==> src/rtl/ysyx_201979054_trap_pkg.sv <==
// rtl/ysyx_201979054_trap_pkg.sv - shared types and constants for the machine-mode trap sequencer
package ysyx_201979054_trap_pkg;

    typedef enum logic [2:0] {
        ST_IDLE,
        ST_SAVE,
        ST_VECTOR,
        ST_MRET_RD,
        ST_REDIRECT
    } trap_state_t;

    // Width of the cause/interrupt code field; the largest code is 11.
    localparam int CODE_W = 4;

    localparam int unsigned CSR_MSTATUS = 0;
    localparam int unsigned CSR_MIE     = 2;
    localparam int unsigned CSR_MTVEC   = 3;
    localparam int unsigned CSR_MCAUSE  = 4;
    localparam int unsigned CSR_MEPC    = 5;
    localparam int unsigned CSR_MIP     = 6;

    localparam logic [CODE_W-1:0] CAUSE_ILLEGAL = 4'd2;
    localparam logic [CODE_W-1:0] CAUSE_EBREAK  = 4'd3;
    localparam logic [CODE_W-1:0] CAUSE_ECALL   = 4'd11;
    localparam logic [CODE_W-1:0] IRQ_MSI       = 4'd3;
    localparam logic [CODE_W-1:0] IRQ_MTI       = 4'd7;

    localparam logic [1:0] MTVEC_DIRECT   = 2'd0;
    localparam logic [1:0] MTVEC_VECTORED = 2'd1;

endpackage

==> src/rtl/ysyx_201979054_trap_prio.sv <==
// rtl/ysyx_201979054_trap_prio.sv - combinational trap/interrupt/mret priority encoder
module ysyx_201979054_trap_prio
    import ysyx_201979054_trap_pkg::*;
(
    input  logic              i_ecall,
    input  logic              i_ebreak,
    input  logic              i_illegal,
    input  logic              i_mret,
    input  logic              i_mie_mstatus,
    input  logic              i_mtip_mip,
    input  logic              i_msip_mip,
    input  logic              i_mtie_mie,
    input  logic              i_msie_mie,
    output logic              o_take,
    output logic              o_is_irq,
    output logic [CODE_W-1:0] o_code,
    output logic              o_is_mret
);

    logic msi_pending;
    logic mti_pending;
    logic irq_pending;

    // Pick the highest-priority event; a pending interrupt swallows an MRET at the same boundary.
    always_comb begin
        msi_pending = i_mie_mstatus & i_msip_mip & i_msie_mie;
        mti_pending = i_mie_mstatus & i_mtip_mip & i_mtie_mie;
        irq_pending = msi_pending | mti_pending;
        o_take      = 1'b0;
        o_is_irq    = 1'b0;
        o_code      = '0;
        o_is_mret   = 1'b0;
        if (i_illegal) begin
            o_take = 1'b1;
            o_code = CAUSE_ILLEGAL;
        end else if (i_ebreak) begin
            o_take = 1'b1;
            o_code = CAUSE_EBREAK;
        end else if (i_ecall) begin
            o_take = 1'b1;
            o_code = CAUSE_ECALL;
        end else if (irq_pending) begin
            o_take   = 1'b1;
            o_is_irq = 1'b1;
            o_code   = msi_pending ? IRQ_MSI : IRQ_MTI;
        end else if (i_mret) begin
            o_is_mret = 1'b1;
        end
    end

endmodule

==> src/rtl/ysyx_201979054_trap_ctrl.sv <==
// rtl/ysyx_201979054_trap_ctrl.sv - trap sequencer: CSR saves, vectoring, MRET and fetch redirect
module ysyx_201979054_trap_ctrl
    import ysyx_201979054_trap_pkg::*;
#(
    parameter int DATA_WIDTH = 64,
    parameter int ADDR_WIDTH = 3
) (
    input  logic                  clk,
    input  logic                  arst,
    input  logic                  i_boundary,
    input  logic [DATA_WIDTH-1:0] i_pc,
    input  logic                  i_ecall,
    input  logic                  i_ebreak,
    input  logic                  i_illegal,
    input  logic                  i_mret,
    input  logic                  i_mie_mstatus,
    input  logic                  i_mtip_mip,
    input  logic                  i_msip_mip,
    input  logic                  i_mtie_mie,
    input  logic                  i_msie_mie,
    input  logic [ADDR_WIDTH-1:0] i_core_read_addr,
    input  logic [DATA_WIDTH-1:0] i_csr_read_data,
    output logic [ADDR_WIDTH-1:0] o_csr_read_addr,
    output logic                  o_csr_we_1,
    output logic                  o_csr_we_2,
    output logic [ADDR_WIDTH-1:0] o_csr_waddr_1,
    output logic [ADDR_WIDTH-1:0] o_csr_waddr_2,
    output logic [DATA_WIDTH-1:0] o_csr_wdata_1,
    output logic [DATA_WIDTH-1:0] o_csr_wdata_2,
    output logic                  o_interrupt_jump,
    output logic                  o_mret_instr,
    output logic                  o_stall,
    output logic                  o_redirect_valid,
    input  logic                  i_redirect_ready,
    output logic [DATA_WIDTH-1:0] o_redirect_pc
);

    trap_state_t           state_q;
    trap_state_t           state_d;
    logic [DATA_WIDTH-1:0] pc_q;
    logic [CODE_W-1:0]     code_q;
    logic                  irq_q;
    logic [DATA_WIDTH-1:0] redirect_pc_q;
    logic [DATA_WIDTH-1:0] redirect_pc_d;

    logic                  prio_take;
    logic                  prio_is_irq;
    logic [CODE_W-1:0]     prio_code;
    logic                  prio_is_mret;
    logic                  at_boundary;

    logic [1:0]            mtvec_mode;
    logic [DATA_WIDTH-1:0] read_aligned;
    logic [DATA_WIDTH-1:0] vector_target;

    ysyx_201979054_trap_prio u_prio (
        .i_ecall       (i_ecall),
        .i_ebreak      (i_ebreak),
        .i_illegal     (i_illegal),
        .i_mret        (i_mret),
        .i_mie_mstatus (i_mie_mstatus),
        .i_mtip_mip    (i_mtip_mip),
        .i_msip_mip    (i_msip_mip),
        .i_mtie_mie    (i_mtie_mie),
        .i_msie_mie    (i_msie_mie),
        .o_take        (prio_take),
        .o_is_irq      (prio_is_irq),
        .o_code        (prio_code),
        .o_is_mret     (prio_is_mret)
    );

    assign at_boundary   = (state_q == ST_IDLE) & i_boundary;
    assign o_redirect_pc = redirect_pc_q;

    // Vector target from mtvec; the same 4-byte alignment serves the mepc read for MRET.
    always_comb begin
        mtvec_mode   = i_csr_read_data[1:0];
        read_aligned = {i_csr_read_data[DATA_WIDTH-1:2], 2'b00};
        if (irq_q && (mtvec_mode == MTVEC_VECTORED)) begin
            vector_target = read_aligned + (DATA_WIDTH'(code_q) << 2);
        end else begin
            vector_target = read_aligned;
        end
    end

    // State register; reset aborts any sequence in flight.
    always_ff @(posedge clk or posedge arst) begin
        if (arst) begin
            state_q <= ST_IDLE;
        end else begin
            state_q <= state_d;
        end
    end

    // Capture PC and cause of the trap chosen at the boundary.
    always_ff @(posedge clk or posedge arst) begin
        if (arst) begin
            pc_q   <= '0;
            code_q <= '0;
            irq_q  <= 1'b0;
        end else if (at_boundary && prio_take) begin
            pc_q   <= i_pc;
            code_q <= prio_code;
            irq_q  <= prio_is_irq;
        end
    end

    // Redirect PC register, held stable while the fetch stage stalls ready.
    always_ff @(posedge clk or posedge arst) begin
        if (arst) begin
            redirect_pc_q <= '0;
        end else begin
            redirect_pc_q <= redirect_pc_d;
        end
    end

    // Next-state logic and per-state CSR port / strobe outputs.
    always_comb begin
        state_d          = state_q;
        redirect_pc_d    = redirect_pc_q;
        o_csr_read_addr  = i_core_read_addr;
        o_csr_we_1       = 1'b0;
        o_csr_we_2       = 1'b0;
        o_csr_waddr_1    = '0;
        o_csr_waddr_2    = '0;
        o_csr_wdata_1    = '0;
        o_csr_wdata_2    = '0;
        o_interrupt_jump = 1'b0;
        o_mret_instr     = 1'b0;
        o_stall          = 1'b1;
        o_redirect_valid = 1'b0;
        case (state_q)
            ST_IDLE: begin
                o_stall = 1'b0;
                if (at_boundary && prio_take) begin
                    state_d = ST_SAVE;
                end else if (at_boundary && prio_is_mret) begin
                    state_d = ST_MRET_RD;
                end
            end
            ST_SAVE: begin
                o_csr_we_1       = 1'b1;
                o_csr_waddr_1    = ADDR_WIDTH'(CSR_MEPC);
                o_csr_wdata_1    = pc_q;
                o_csr_we_2       = 1'b1;
                o_csr_waddr_2    = ADDR_WIDTH'(CSR_MCAUSE);
                o_csr_wdata_2    = {irq_q, {(DATA_WIDTH-1-CODE_W){1'b0}}, code_q};
                o_interrupt_jump = 1'b1;
                state_d          = ST_VECTOR;
            end
            ST_VECTOR: begin
                o_csr_read_addr = ADDR_WIDTH'(CSR_MTVEC);
                redirect_pc_d   = vector_target;
                state_d         = ST_REDIRECT;
            end
            ST_MRET_RD: begin
                o_csr_read_addr = ADDR_WIDTH'(CSR_MEPC);
                o_mret_instr    = 1'b1;
                redirect_pc_d   = read_aligned;
                state_d         = ST_REDIRECT;
            end
            ST_REDIRECT: begin
                o_redirect_valid = 1'b1;
                if (i_redirect_ready) begin
                    state_d = ST_IDLE;
                end
            end
            default: begin
                state_d = ST_IDLE;
            end
        endcase
    end

endmodule

==> config.mk <==
export PLATFORM = sky130hd
export DESIGN_NAME = ysyx_201979054_trap_ctrl
export DESIGN_NICKNAME = d
export VERILOG_FILES = /design/src/rtl/ysyx_201979054_trap_pkg.sv /design/src/rtl/ysyx_201979054_trap_prio.sv /design/src/rtl/ysyx_201979054_trap_ctrl.sv
export SDC_FILE = /design/constraint.sdc
export NUM_CORES = 1
export LEC_CHECK = 0
export BUFFER_PORTS_ARGS = -buffer_cell sky130_fd_sc_hd__buf_2
export CAP_MARGIN = 20
export CORE_ASPECT_RATIO = 1.25
export CORE_MARGIN = 10
export CORE_UTILIZATION = 48
export DETAILED_ROUTE_END_ITERATION = 10
export PLACE_DENSITY = 0.94
export SYNTH_ARGS = -nofsm -noshare
export SYNTH_HDL_FRONTEND = slang
export SYNTH_HIERARCHICAL = 1
export SYNTH_SLANG_ARGS = --single-unit
==> constraint.sdc <==
create_clock -name clk -period 5.4 [get_ports clk]
set_input_delay 1.08 -clock clk [delete_from_list [all_inputs] [get_ports clk]]
set_output_delay 1.08 -clock clk [all_outputs]
set_load 0.005 [all_outputs]
# --- Word-level counts from Yosys, hierarchy flattened ---
# Index checks and enable logic that the tools add are counted.
totals:
  wordCells: 58
  reg_bits: 136
  input_bits: 144
  output_inout_bits: 207
op_classes:
  muxes: 32
  n_reduce_logical: 7
  bitwise: 6
  eq_ne: 7
  add_sub_neg: 1
op_table:
  columns: ["cell", "n"]
  rows:
  - ["64-bit 2-to-1 mux", 3]
  - ["64-bit case mux with 2 select lines", 1]
  - ["64-bit by 6-bit adder with 64-bit output", 1]
  - ["3-bit 2-to-1 mux", 6]
  - ["1-bit 2-to-1 mux", 16]
  - ["4-bit 2-to-1 mux", 4]
  - ["3-bit case mux with 4 select lines", 1]
  - ["3-bit by 2-bit == test with 1-bit output (second input constant)", 2]
  - ["3-bit case mux with 2 select lines", 1]
  - ["1-bit AND", 5]
  - ["3-bit by 1-bit == test with 1-bit output (second input constant)", 1]
  - ["3-bit == test (second input constant)", 1]
  - ["1-bit logical AND", 3]
  - ["3-bit zero test", 1]
  - ["3-bit by 1-bit inequality test with 1-bit output (second input constant)", 1]
  - ["2-bit by 1-bit == test with 1-bit output (second input constant)", 1]
  - ["2-bit inequality test (second input constant)", 1]
  - ["2-bit AND reduction", 1]
  - ["2-bit nonzero test", 1]
  - ["2-bit OR reduction", 1]
  - ["1-bit bitwise OR", 1]

# --- Longest topological paths before layout ---
# Gate-level depths: netlist of run 1.
logic_depth:
  depth_word: 11
  ltp_mapped: 10
  ltp_nobuf: 7

# --- Cells and area by module ---
# Netlist of run 1, hierarchy kept.
modules_own_cells:
  columns: ["mod", "seq_area_each_um2", "area_per_inst_um2", "instances", "cells_each"]
  rows:
  - ["ysyx_201979054_trap_ctrl", 3353.2, 7558.5, 1, 759]
  - ["ysyx_201979054_trap_prio", 0.0, 91.3, 1, 14]

# --- Least setup slack after synthesis of run 1 ---
# Ideal clock, no wire load.
synth_path:
  path_kind: "input to register"
  startpoint: "input i_csr_read_data[2]"
  endpoint: "register redirect_pc_q[44] (netlist: o_redirect_pc[44])"
  required_time_ps: 5318
  path_buffers: 3
  setup_time_ps: 82
  setup_slack_ps: 2255
  stages: 10
  t_arrival_ps: 3063
  cell_sequence: "ha_1 -> fa_1 -> and3_1 -> o2111a_1 -> buf_2 -> nand2_1 -> buf_2 -> clkbuf_1 -> o31ai_1 -> a31oi_1"
synth_via:
  elab_chain_cells: 3
synth_lines:
  columns: ["element", "line", "rtl"]
  rows:
  - ["start: declaration", "ysyx_201979054_trap_ctrl.sv:22", "input logic [DATA_WIDTH-1:0] i_csr_read_data,"]
  - ["64-bit by 6-bit adder with 64-bit output", "ysyx_201979054_trap_ctrl.sv:80", "vector_target = read_aligned + (DATA_WIDTH'(code_q) << 2);"]
  - ["64-bit 2-to-1 mux", "ysyx_201979054_trap_ctrl.sv:79", "if (irq_q && (mtvec_mode == MTVEC_VECTORED)) begin"]
  - ["64-bit case mux with 2 select lines", "ysyx_201979054_trap_ctrl.sv:132", "case (state_q)"]
  - ["end signal: assignment", "ysyx_201979054_trap_ctrl.sv:113", "redirect_pc_q <= redirect_pc_d;"]
  - ["end: declaration", "ysyx_201979054_trap_ctrl.sv:43", "logic [DATA_WIDTH-1:0] redirect_pc_q;"]
# Every way passes these cells.
# A chain may end at the register's enable or synchronous reset.

# --- Worst setup path after layout of run 1 ---
# Same ends and word-level chain as after synthesis.

==> results, run 1 <==
- Counting flops and latches in the post-synthesis netlist gives 134.
- Setup repair after global routing left no endpoint under its margin.
- The library cell used as clock root buffer is sky130_fd_sc_hd__clkbuf_16.
- Summed over all layers, the global routing overflow is 0.
- Data arrives at the worst endpoint at approximately 3.7 ns.
- Of the cells placed in the final design, the portion with a size suffix greater than 1 is 0.392.
- The number of levels the H-tree was split into is 4.
- The post-CTS clock slew at the launch and capture registers of the worst setup and hold paths is 0.06 ns.
- The critical path starts at i_csr_read_data[2].
- The number of enable flip-flop cells after synthesis is 0.
- The data required time of the critical path is roughly 5.7 ns.
- The number of cells on the worst reg-to-reg path is 7.
- The capture instance of the worst register-to-register path is o_redirect_pc[44].
- The number of global-route vias before repair is 7101.
- The post-route DRC violation count is 0.
- In this run the worst hold path is classified as reg -> reg.
- In the global route stage, met1 resource usage came out at 0.222.
- The clock insertion delay at the later pin of the skew report is 0.41 ns.
- The pre-CTS worst setup slack is 1.65 ns.
- The area growth from synthesis to layout is 24.6%.
- Setup total negative slack on the finished layout was measured at 0 ns.
- Summing all non-filler instances in the final layout gives an area of about 9500 sq um.
- In the final routed layout, each cell accounts on average for 18.9 um.
- After layout, the design draws a total of 4.59 mW.
- The initial utilization of the core area, before any placement, comes to 0.489.
- For met3 alone, demand over resource in global routing was 0.0736.
- The largest individual stage delay along the critical path comes from the cell sky130_fd_sc_hd__or4_1.
- The die is 161 um tall.
- The startpoint identified for the worst hold timing path is o_redirect_pc[22].
- For this run, the register share of the synthesized area comes to 0.438.
- In this run the count of I/O pins placed on the die edge is 351.
- The number of buffers inserted by hold repair at cts is 0.
- The clock net in this run drives a total of roughly 130 sinks.
- STA classifies the critical path startpoint as an input pin.
- The worst hold endpoint is o_redirect_pc[22].
- The number of nets in the layout is 1184.
- Among all flip-flop cells after synthesis, the most frequent one is sky130_fd_sc_hd__dfrtp_1.
- The initial antenna violation count was 0.
- The post-CTS setup buffer count is 0.
- The TritonCTS clock tree is built.
- The worst-case clock buffer depth is 2.
- The leakage power figure is 4.53 nW.
- The startpoint of the most critical register-to-register path is code_q[0].
- The fraction of registers with async set or reset after synthesis is 1.00.
- The met2 demand-to-capacity share in global routing is 0.383.
- The number of hold-slack violations in the final timing report was 0.
- Entering global routing, the biggest net connects just under 100 pins.
- The maximum ir drop on the vdd rail is 0.000296 V.
- The setup slack of the most critical reg-to-reg path is 2.41 ns.
- The first global-routing pass estimated 37500 um of wire.
- The power per cell area is 481 nW/um^2.
- Hold timing on the final database bottoms out at a slack of 0.475 ns.
- The Yosys step of the flow raised 6 warnings.
- The transition at the pin with the smallest max-transition slack is between 0.9 and 1 ns.
- For this block, the initial DRC count from the detailed router was 374.
- Counting the buffers created by CTS gives 17.
- The detail route stage leaves a number of antenna-violating nets equal to 0.
- The global-route total usage across every layer is 0.215.
- The flow ran to the end, and the final reports show no timing, DRC or antenna violations.
- The share of the clock period used by the worst path is 0.622.
- Gates resized during post-CTS repair numbered 0.
- The peak per-stage delay on the critical path is 0.66 ns.
- Headroom to the max-slew limit came out at 0.362.
- The wire-length estimate of the detail-placed layout is about 18000 um.
- For this block, the via count after detailed routing is ~6800.
- The width of the die is 133 um.
- The critical path depth in cells is 8.
- Across the run, the number of max-cap violations was 0.
- The number of setup violations in the final report is 0.
- The category of the worst setup path capture point is a register.
- The number of standard-cell rows in the floorplan is 51.
- The final wirelength is ~24000 um.
- After global routing, the most crowded layer is met2.
- In this run the worst path has a maximum fanout of 24.
- The number of distinct library cells after synthesis is 54.
- The clock period minus worst slack is 3.36 ns.
- The first TritonRoute pass finished after 5 iterations.
- The synthesized area per cell is just under 10 sq um.
- In this run the cell area of the synthesized design comes to about 7600 sq um.
- The kind of cell with the highest combined delay along the critical path is simple AND/OR/NAND/NOR gates.
- At the end of routability-driven placement, the weighted congestion stood at 0.830.
- Together, buffers and inverters on the worst path number 1.
- The cell count after synthesis came out at 773.
- The classification of the worst setup path is in -> reg.
- The count of buffers added on input and output ports is 286.
- Walking the worst path, the cells encountered are buf_2, ha_1, fa_1, and3_1, o2111a_1, nand2_1, or4_1, a31oi_1.
- Clock skew on the completed layout was measured at 0.00802 ns.
- The total placed instance area is roughly 9000 sq um.
- The count of cells along the worst hold path is 2.
- The post-route worst setup slack is about 2 ns.
- After detailed routing, the number of vias per cell comes to ~5.4.
- In this run the standard cell core region covers 15600 sq um.
- The total die area is 21400 sq um.
- The number of pins exceeding their max-slew limit in the final report came to 0.
- The maximum achievable frequency is 298 MHz.
-- where the power goes --
group          switching, mW  total [mW]  leakage (nW)  internal, mW
Clock                  0.473        1.12         0.268         0.647
Combinational          0.866        1.71          2.71         0.841
Sequential             0.262        1.76          1.56          1.50
-- registers in the layout (all words and copies together) (netlist names) --
register,count
code_q,4
irq_q,1
o_redirect_pc,62
pc_q,64
state_q,3
-- worst max-delay path by stage --
stage / endpoint / slack [ns]
3_3_place_gp: o_redirect_pc[60] / 1.83
2_1_floorplan: code_q[0] / 0.74
3_5_place_dp: o_redirect_pc[44] / 1.65
5_1_grt: o_redirect_pc[44] / 1.83
6_report: o_redirect_pc[44] / 2.04
4_1_cts: o_redirect_pc[44] / 2.09
-- Yosys cell counts, types with 8 or more instances --
cell	count	area [sq um]
sky130_fd_sc_hd__clkbuf_1	27	101
sky130_fd_sc_hd__or4_1	28	210
sky130_fd_sc_hd__inv_1	12	45.0
sky130_fd_sc_hd__buf_4	72	541
sky130_fd_sc_hd__xor2_1	13	114
sky130_fd_sc_hd__nand3_1	26	130
sky130_fd_sc_hd__nand2_1	55	206
sky130_fd_sc_hd__dfrtp_1	134	3350
sky130_fd_sc_hd__o21ai_0	34	170
sky130_fd_sc_hd__o31ai_1	22	165
sky130_fd_sc_hd__nand4_1	21	131
sky130_fd_sc_hd__nor3_1	10	50.1
sky130_fd_sc_hd__a31oi_1	38	238
sky130_fd_sc_hd__mux2_2	69	777
sky130_fd_sc_hd__nor2_1	46	173
sky130_fd_sc_hd__or3_1	12	75.1
sky130_fd_sc_hd__and3_1	8	50.1
sky130_fd_sc_hd__and2_1	72	450
-- kinds of logic (layout without fill, tap and decap cells) --
family,after synthesis,after routing,share of synthesized area
AND/OR/NAND/NOR,303,303,0.230
flip-flops,134,134,0.438
buffers and inverters,125,337,0.0986
AO/OA/AOI/OAI,116,116,0.0985
multiplexers,72,72,0.105
XOR/XNOR,17,17,0.0195
adder cells (fa/ha/maj),5,5,0.00916
other,1,65,0.000490
-- per-layer routing --
layer | part of all wire | vias up | wire length [um]
met5 | 0 | - | 0
met1 | 0.36 | 3209 | 8460
met2 | 0.51 | 356 | 12200
met4 | 0.035 | 0 | 824
li1 | - | 3156 | -
met3 | 0.096 | 59 | 2290
-- worst register-to-register path, cell delays in order (launching register included) --
cell	delay [ns]
sky130_fd_sc_hd__dfrtp_1	0.40
sky130_fd_sc_hd__ha_1	0.21
sky130_fd_sc_hd__fa_1	0.23
sky130_fd_sc_hd__and3_1	0.20
sky130_fd_sc_hd__o2111a_1	0.45
sky130_fd_sc_hd__nand2_1	0.55
sky130_fd_sc_hd__or4_1	0.67
sky130_fd_sc_hd__a31oi_1	0.20
-- per-stage QoR --
| step | util | cells |
|---|---|---|
| detailed placement | 0.573 | 1228 |
| CTS | 0.609 | 1260 |
| global route | 0.609 | 1260 |
| global placement | 0.573 | 1228 |
| finish | 0.610 | 1261 |
| floorplan | - | 836 |
-- layout make-up --
class | instances | area, sq um
timing repair buffer | 292 | 1480
sequential | 134 | 3350
clock inverter | 14 | 144
antenna | 1 | 2.50
fill | 1252 | 6100
inverter | 13 | 53.8
tap | 212 | 265
multi-input combinational | 577 | 3810
clock buffer | 18 | 429
-- cell usage in the layout (no fill, tap or decap), types with 8 or more instances in the layout --
cell / instances
sky130_fd_sc_hd__or4_1: 28
sky130_fd_sc_hd__nand4_1: 21
sky130_fd_sc_hd__or3_1: 12
sky130_fd_sc_hd__nand2_1: 55
sky130_fd_sc_hd__nand3_1: 25
sky130_fd_sc_hd__nor3_1: 10
sky130_fd_sc_hd__a31oi_1: 38
sky130_fd_sc_hd__inv_1: 11
sky130_fd_sc_hd__o31ai_1: 22
sky130_fd_sc_hd__and3_1: 8
sky130_fd_sc_hd__conb_1: 64
sky130_fd_sc_hd__dfrtp_1: 134
sky130_fd_sc_hd__and2_1: 72
sky130_fd_sc_hd__mux2_2: 69
sky130_fd_sc_hd__o21ai_0: 34
sky130_fd_sc_hd__nor2_1: 46
sky130_fd_sc_hd__xor2_1: 13
sky130_fd_sc_hd__clkbuf_16: 17
sky130_fd_sc_hd__buf_2: 286
(Power assumes the default switching activity.)
==> run 2, diff against run 1 <==
--- a/config.mk
+++ b/config.mk
@@ -9,9 +9,9 @@
 export CAP_MARGIN = 20
 export CORE_ASPECT_RATIO = 1.25
 export CORE_MARGIN = 10
-export CORE_UTILIZATION = 48
+export CORE_UTILIZATION = 43
 export DETAILED_ROUTE_END_ITERATION = 10
-export PLACE_DENSITY = 0.94
+export PLACE_DENSITY = 0.89
 export SYNTH_ARGS = -nofsm -noshare
 export SYNTH_HDL_FRONTEND = slang
 export SYNTH_HIERARCHICAL = 1
==> constraint.sdc (replaced) <==
create_clock -name clk -period 3.09 [get_ports clk]
set_input_delay 0.618 -clock clk [delete_from_list [all_inputs] [get_ports clk]]
set_output_delay 0.618 -clock clk [all_outputs]
set_load 0.005 [all_outputs]
==> run 2 against run 1 <==
Sequential share of layout area shrank 0.58 points. Count of clock-buffer cells in the layout grew 1. Non-clock buffer count grew 12. Hold slack lost 0.038 ns. Register-to-register slack lost 1.8 ns. Worst setup slack lost 1.5 ns. Critical path depth shrank 4. Final area grew 1.7%. Sequential cell count is the same. Power grew 77%.
==> results, run 2 (synthesized netlist as in run 1, its figures left out) <==
- The setup slack of the most critical reg-to-reg path is 0.64 ns (-1.77 ns).
- The leakage power figure was 4.62 nW (+1.9%).
- The final core area utilization is 0.554 (-0.0558).
- The library cells used most frequently in the layout, excluding fill and tap cells, are 286 x sky130_fd_sc_hd__buf_2, 134 x sky130_fd_sc_hd__dfrtp_1, 72 x sky130_fd_sc_hd__and2_1.
- The post-route DRC violation count was 0 (unchanged).
- The filler cell count was 1517 (+21%).
- In this run the critical register-to-register path is launched from code_q[3].
- The overflow left after global routing was 0 (unchanged).
- The final clock skew is 0.00888 ns (+0.000865 ns).
- The final-layout setup total negative slack was 0 ns (unchanged).
- The number of flip-flops in the largest register is 64 (unchanged).
- The half-perimeter wire length after detailed placement came to 18300 um (-0.64%).
- Setup repair after global routing left no endpoint under its margin.
- The number of levels the H-tree was split into came to 4 (unchanged).
- The chip height is 169 um (+5.0%).
- The number of hold-slack violations in the final timing report is 0 (unchanged).
- Leaving out fill and tap cells, the most frequent cell in the layout is sky130_fd_sc_hd__buf_2.
- The final RePlAce weighted congestion is 0.818 (-1.4%).
- The final total power is 8.10 mW (+77%).
- The remaining antenna violation count is 0 (unchanged).
- The number of ports placed on the die boundary came to 351 (unchanged).
- The quantity of gates resized following cts came to 0 (unchanged).
- The total die area is 23600 sq um (+10%).
- The transition at the pin with the smallest max-transition slack is 0.799 ns (-0.158 ns).
- The total placed instance area is 9100 sq um (+1.6%).
- The relative max-transition margin is 0.466 (+0.104).
- The post-route worst setup slack came to 0.572 ns (-1.47 ns).
- The number of setup violations in the final report was 0 (unchanged).
- The power per cell area is 836 nW/um^2 (+74%).
- The number of pins exceeding their max-slew limit in the final report is 0 (unchanged).
- Of the available clock period, the critical path in the final layout requires 0.815.
- The final wirelength is 23100 um (-3.1%).
- The startpoint kind of the worst setup timing path is a register.
- The pre-CTS worst setup slack is 0.323 ns (-1.33 ns).
- The first-iteration detailed-routing DRC count is 315 (-16%).
- The share of cells above drive strength 1 was 0.399 (+0.00688).
- The per-cell routed wire length is 17.9 um (-5.0%).
- The maximum achievable frequency is 397 MHz.
- The number of buffers inserted by hold repair at cts is 0 (unchanged).
- The worst-path maximum fanout came to 75 (+210%).
- The number of max-cap violations was 0 (unchanged).
- The count of vias placed by the detailed router was 6825 (+0.66%).
- The library cell used as clock root buffer is sky130_fd_sc_hd__clkbuf_16.
- The initial antenna violation count is 2 (+2).
- In this run the worst setup path begins at state_q[1].
- The number of global-route vias before repair was 7142 (+0.58%).
- The worst hold path belongs to the class in -> async.
- The signal on the critical path passes through nor3b_2, buf_4, and2_1, buf_2.
- The register with the most flip-flops is pc_q.
- The area of the core region is 17500 sq um (+12%).
- The number of standard-cell rows in the floorplan is 54 (+5.9%).
- The first-pass GRT wire length is 37100 um (-1.2%).
- The clock insertion delay at the later pin of the skew report came to 0.41 ns (about the same).
- The post-CTS clock slew at the launch and capture registers of the worst setup and hold paths is 0.06 ns (about the same).
- The post-CTS setup buffer count is 0 (unchanged).
- The worst setup path is captured at an output pin.
- The global-route total usage across every layer came to 0.189 (-0.0256).
- The finished layout cell area is 9690 sq um (+1.7%).
- The maximum ir drop on the vdd rail is 0.000333 V (+13%).
- The clock period minus worst slack is 2.52 ns.
- The largest net degree at the start of global routing was 135 (+39%).
- The worst-case clock buffer depth is 2 (unchanged).
- The endpoint arrival time on the critical path is 1.90 ns (-1.79 ns).
- The path depth of the worst reg2reg path is 8 (+1).
- The capture instance of the worst register-to-register path is o_redirect_pc[62].
- The number of input and output port buffers inserted came to 286 (unchanged).
- The average via count per standard cell is 5.31 (-1.3%).
- The flow ran to the end, and the final reports show no timing, DRC or antenna violations.
- The width of the die is 139 um (+4.8%).
- The total clock buffers created by CTS is 17 (unchanged).
- The clock sink count is 134 (unchanged).
- The TritonCTS clock tree is built.
- The first-pass iteration count of the detailed router is 4 (-1).
- The largest individual stage delay along the critical path comes from the cell sky130_fd_sc_hd__dfrtp_1.
- The area growth from synthesis to layout is 26.7%.
- The peak per-stage delay on the critical path is 0.47 ns (-0.19 ns).
- The setup path with the least slack is of type reg -> out.
- The starting utilization of the core area is 0.437 (-0.0522).
- The data required time of the critical path came to 2.47 ns (-3.25 ns).
- The number of nets in the layout was 1196 (+1.0%).
==> run 2: changes by cell type in the layout (fill, tap and decap cells not counted), sizes merged <==
cell      before  now
buf          292  304
bufinv         1    2
clkbuf        18   19
clkinv         3    5
clkinvlp       4    3
diode          1    2
inv           19   16
==> run 2: through the flow <==
step | instances | hold WS (ns)
final | 1286 | 0.437
after global routing | 1284 | 0.418
after CTS | 1284 | 0.418
after detailed placement | 1252 | 0.465
after floorplan | 836 | 0.471
after global placement | 1252 | 0.457
==> run 2: where the power goes <==
part | internal, mW | switching [mW]
logic | 1.53 | 1.50
registers | 2.62 | 0.456
clock network | 1.22 | 0.786
==> run 2: per-layer routing <==
layer	wire, um	up-vias	track usage
li1	-	3193	-
met1	8480	3242	0.203
met2	11900	337	0.333
met3	2100	53	0.0655
met4	611	0	0.0791
met5	0	-	0
==> run 2: final cells by class <==
class | count | area, sq um | share of cell area
Multi-Input combinational cell | 577 | 3810 | 0.393
Tap cell | 224 | 280 | 0.0289
Antenna cell | 2 | 5.00 | 0.000516
Timing Repair Buffer | 304 | 1600 | 0.166
Clock inverter | 13 | 146 | 0.0151
Clock buffer | 19 | 443 | 0.0457
Inverter | 13 | 52.6 | 0.00542
Sequential cell | 134 | 3350 | 0.346
==> run 2: how the worst max path moves through the flow <==
stage,to,slack (ns),cells past startpoint
after CTS,o_csr_wdata_1[38],0.52,4
after detailed placement,o_redirect_pc[60],0.32,10
final,o_csr_wdata_1[10],0.57,4
after floorplan,o_redirect_pc[44],0.41,10
after global placement,o_redirect_pc[54],0.41,10
after global routing,o_csr_wdata_1[35],0.39,4
==> run 2: critical path, delay by kind of cell (launching register included) <==
kind	cells	cell delay [ns]
simple gates	2	0.41
buf+inv	2	0.57
flops	1	0.47
==> run 3, diff against run 2 <==
==> constraint.sdc (replaced) <==
create_clock -name clk -period 2.15 [get_ports clk]
set_input_delay 0.43 -clock clk [delete_from_list [all_inputs] [get_ports clk]]
set_output_delay 0.43 -clock clk [all_outputs]
set_load 0.005 [all_outputs]
==> run 3 against run 2 <==
The run now ends with setup timing left. Critical path depth up 2. Highest routed layer unchanged. Combinational power up 89%. Sequential cell count unchanged. Hold slack worse by 0.32 ns. Cell count grew 5.3%. Clock skew is 0.0033 ns higher. Count of clock-buffer cells in the layout decreased by 1. Utilization up 7.1 points. Non-clock buffer count up 67.
==> results, run 3 (synthesized netlist as in run 1, its figures left out) <==
- The chip height is 169 um (unchanged).
- The number of nets in the layout is 1266 (+5.9%).
- STA classifies the critical path startpoint as a register.
- The number of input and output port buffers inserted came to 286 (unchanged).
- Setup repair after global routing could not meet its margin everywhere.
- The number of ports placed on the die boundary came to 351 (unchanged).
- The number of global-route vias before repair is 7177 (+0.49%).
- The transition at the pin with the smallest max-transition slack is 0.693 ns (-0.106 ns).
- On the critical path, the stage with the largest delay is an instance of sky130_fd_sc_hd__dfrtp_1.
- The endpoint arrival time on the critical path is 1.78 ns (-0.12 ns).
- The clock insertion delay at the later pin of the skew report is 0.42 ns (about the same).
- The total clock buffers created by CTS is 17 (unchanged).
- Counting I/O delays and the setup requirement, the final critical path takes 2.21 ns.
- The post-CTS clock slew at the launch and capture registers of the worst setup and hold paths is 0.06 ns (about the same).
- The number of flip-flops in the largest register came to 64 (unchanged).
- The relative contribution of the clock network to total power is 0.228 (-0.020).
- The count of vias placed by the detailed router came to 7264 (+6.4%).
- The power per cell area was 1200 nW/um^2 (+43%).
- The global-route total usage across every layer came to 0.203 (+0.0133).
- The most common library cell in the layout ignoring fill and taps is sky130_fd_sc_hd__buf_2.
- The remaining antenna violation count is 0 (unchanged).
- The path depth of the worst reg2reg path was 8 (unchanged).
- The setup slack of the most critical reg-to-reg path is -0.03 ns (-0.67 ns).
- The part of the total power dissipated in combinational logic is 0.435 (+0.062).
- The number of buffer and inverter instances along the worst setup path is 4 (+2).
- The switching power total is 4.51 mW (+65%).
- The number of standard-cell rows in the floorplan was 54 (unchanged).
- The net switching share of the total power is 0.344 (+0.00613).
- The clock sink count is 134 (unchanged).
- The average via count per standard cell was 5.36 (+1.1%).
- The total inserted antenna cells was 0 (-2).
- The category of the worst setup path capture point is an output pin.
- The flow ran to the end, but the final reports show violations.
- The final clock skew is 0.0121 ns (+0.00327 ns).
- The number of hold-slack violations in the final timing report is 0 (unchanged).
- The worst-path maximum fanout came to 19 (-75%).
- The number of pins exceeding their max-slew limit in the final report is 0 (unchanged).
- The area of the core region is 17500 sq um (unchanged).
- The largest net degree at the start of global routing came to 39 (-71%).
- Ranked by flip-flop count, first place goes to pc_q.
- The initial antenna violation count is 0 (-2).
- The final wirelength is 27800 um (+20%).
- The peak per-stage delay on the critical path is 0.38 ns (-0.09 ns).
- The per-cell routed wire length is 20.5 um (+14%).
- The final RePlAce weighted congestion is 0.872 (+6.5%).
- The relative max-transition margin is 0.537 (+0.0706).
- The top cell types in the final layout, fill and taps aside, are 261 x sky130_fd_sc_hd__buf_2, 134 x sky130_fd_sc_hd__dfrtp_1, 69 x sky130_fd_sc_hd__mux2_2.
- The tightest hold margin came to 0.116 ns (-0.321 ns).
- The first-pass iteration count of the detailed router is 7 (+3).
- TritonCTS built the clock tree.
- The endpoint identified for the worst register-to-register timing path is o_redirect_pc[61].
- The overflow left after global routing came to 0 (unchanged).
- The total placed instance area is 9620 sq um (+5.8%).
- The leakage power figure is 5.13 nW (+11%).
- The share of power burned in registers is 0.338 (-0.041).
- Based on the critical path, the design can be clocked at up to 453 MHz.
- The finished layout cell area is 10900 sq um (+13%).
- The half-perimeter wire length after detailed placement is 19700 um (+7.4%).
- Among cell families on the critical path, the largest total delay comes from buffers and inverters.
- The number of levels the H-tree was split into is 4 (unchanged).
- The total die area came to 23600 sq um (unchanged).
- The share of cells above drive strength 1 is 0.485 (+0.0859).
- The maximum ir drop on the vdd rail is 0.000560 V (+68%).
- The design internal power came to 8.59 mW (+60%).
- CTS placed an instance of sky130_fd_sc_hd__clkbuf_16 at the clock tree root.
- Dividing the final minimum period by the clock period gives 1.03.
- The first-pass GRT wire length is 38900 um (+5.0%).
- The number of setup violations in the final report is 61 (+61).
- The critical path is of the reg -> out type.
- The width of the die is 139 um (unchanged).
- The number of buffers inserted by hold repair at cts is 0 (unchanged).
- The pre-CTS worst setup slack is -0.336 ns (-0.659 ns).
- Traced cell by cell, the critical path runs through buf_6, nor3b_4, buf_4, clkbuf_16, and2_1, buf_2.
- The data required time of the critical path is 1.72 ns (-0.75 ns).
- The post-route worst setup slack was -0.0554 ns (-0.628 ns).
- The checks that failed: setup timing.
- The first-iteration detailed-routing DRC count is 471 (+50%).
- The number of max-cap violations was 0 (unchanged).
- The starting utilization of the core area is 0.437 (unchanged).
- The startpoint identified for the worst register-to-register timing path is code_q[3].
- The area growth from synthesis to layout is 43.0%.
- In this run the worst hold path is classified as in -> async.
- The post-route DRC violation count was 0 (unchanged).
- The worst-case clock buffer depth is 2 (unchanged).
==> run 3: cell types whose count changed in the layout (fill, tap and decap cells not counted), sizes merged <==
cell      previous run  this run
buf                304       367
nand2               55        57
inv                 16        15
diode                2         0
nand2b               3         4
clkbuf              19        22
bufinv               2         3
clkinvlp             3         4
==> run 3: stage by stage <==
stage               TNS (ns)  total power, mW   util  instances
detailed placement     -8.83             9.18  0.550       1302
floorplan            -0.0930             6.97      -        836
finish                 -1.03             13.1  0.625       1354
global placement       -5.99             8.94  0.550       1302
global route           -7.52             13.9  0.625       1354
CTS                    -2.78             12.3  0.593       1340
==> run 3: worst max-delay path by stage <==
stage / from / end / slack (ns) / depth (start not counted)
6_report: state_q[1] / o_csr_wdata_1[50] / -0.06 / 6
4_1_cts: state_q[2] / o_csr_wdata_2[2] / -0.09 / 6
3_5_place_dp: i_csr_read_data[2] / o_redirect_pc[44] / -0.34 / 8
5_1_grt: state_q[1] / o_csr_wdata_1[50] / -0.13 / 6
3_3_place_gp: i_csr_read_data[2] / o_redirect_pc[60] / -0.26 / 8
2_1_floorplan: i_csr_read_data[2] / o_redirect_pc[44] / -0.03 / 9
==> run 3: per-layer routing <==
| metal | track usage | part of all wire | vias up |
|---|---|---|---|
| met5 | 0 | 0 | - |
| met4 | 0.0731 | 0.025 | 0 |
| met3 | 0.0689 | 0.080 | 56 |
| met2 | 0.361 | 0.53 | 363 |
| met1 | 0.218 | 0.36 | 3505 |
| li1 | - | - | 3340 |
==> run 3: layout make-up <==
type,instances,area (sq um)
fill,1341,6560
multi-input combinational,580,4140
sequential,134,3350
timing repair buffer,371,2510
clock buffer,18,429
tap,224,280
clock inverter,14,175
inverter,13,52.6
==> run 3: power by group through the flow <==
stage	logic [mW]	clock network (mW)	registers, mW
floorplan	2.65	0	4.33
global placement	4.60	0	4.34
detailed placement	4.78	0	4.40
CTS	4.92	3.04	4.37
global route	6.17	3.16	4.54
finish	5.70	2.98	4.42
==> run 3: what timing repair did <==
| action | 4_1_cts | 5_1_grt |
|---|---|---|
| gates cloned | 3 | 8 |
| gates resized for setup | 13 | 90 |
| pin swaps | 11 | 64 |
| setup buffers | 3 | 6 |
| endpoints found under the setup margin | 113 | 122 |
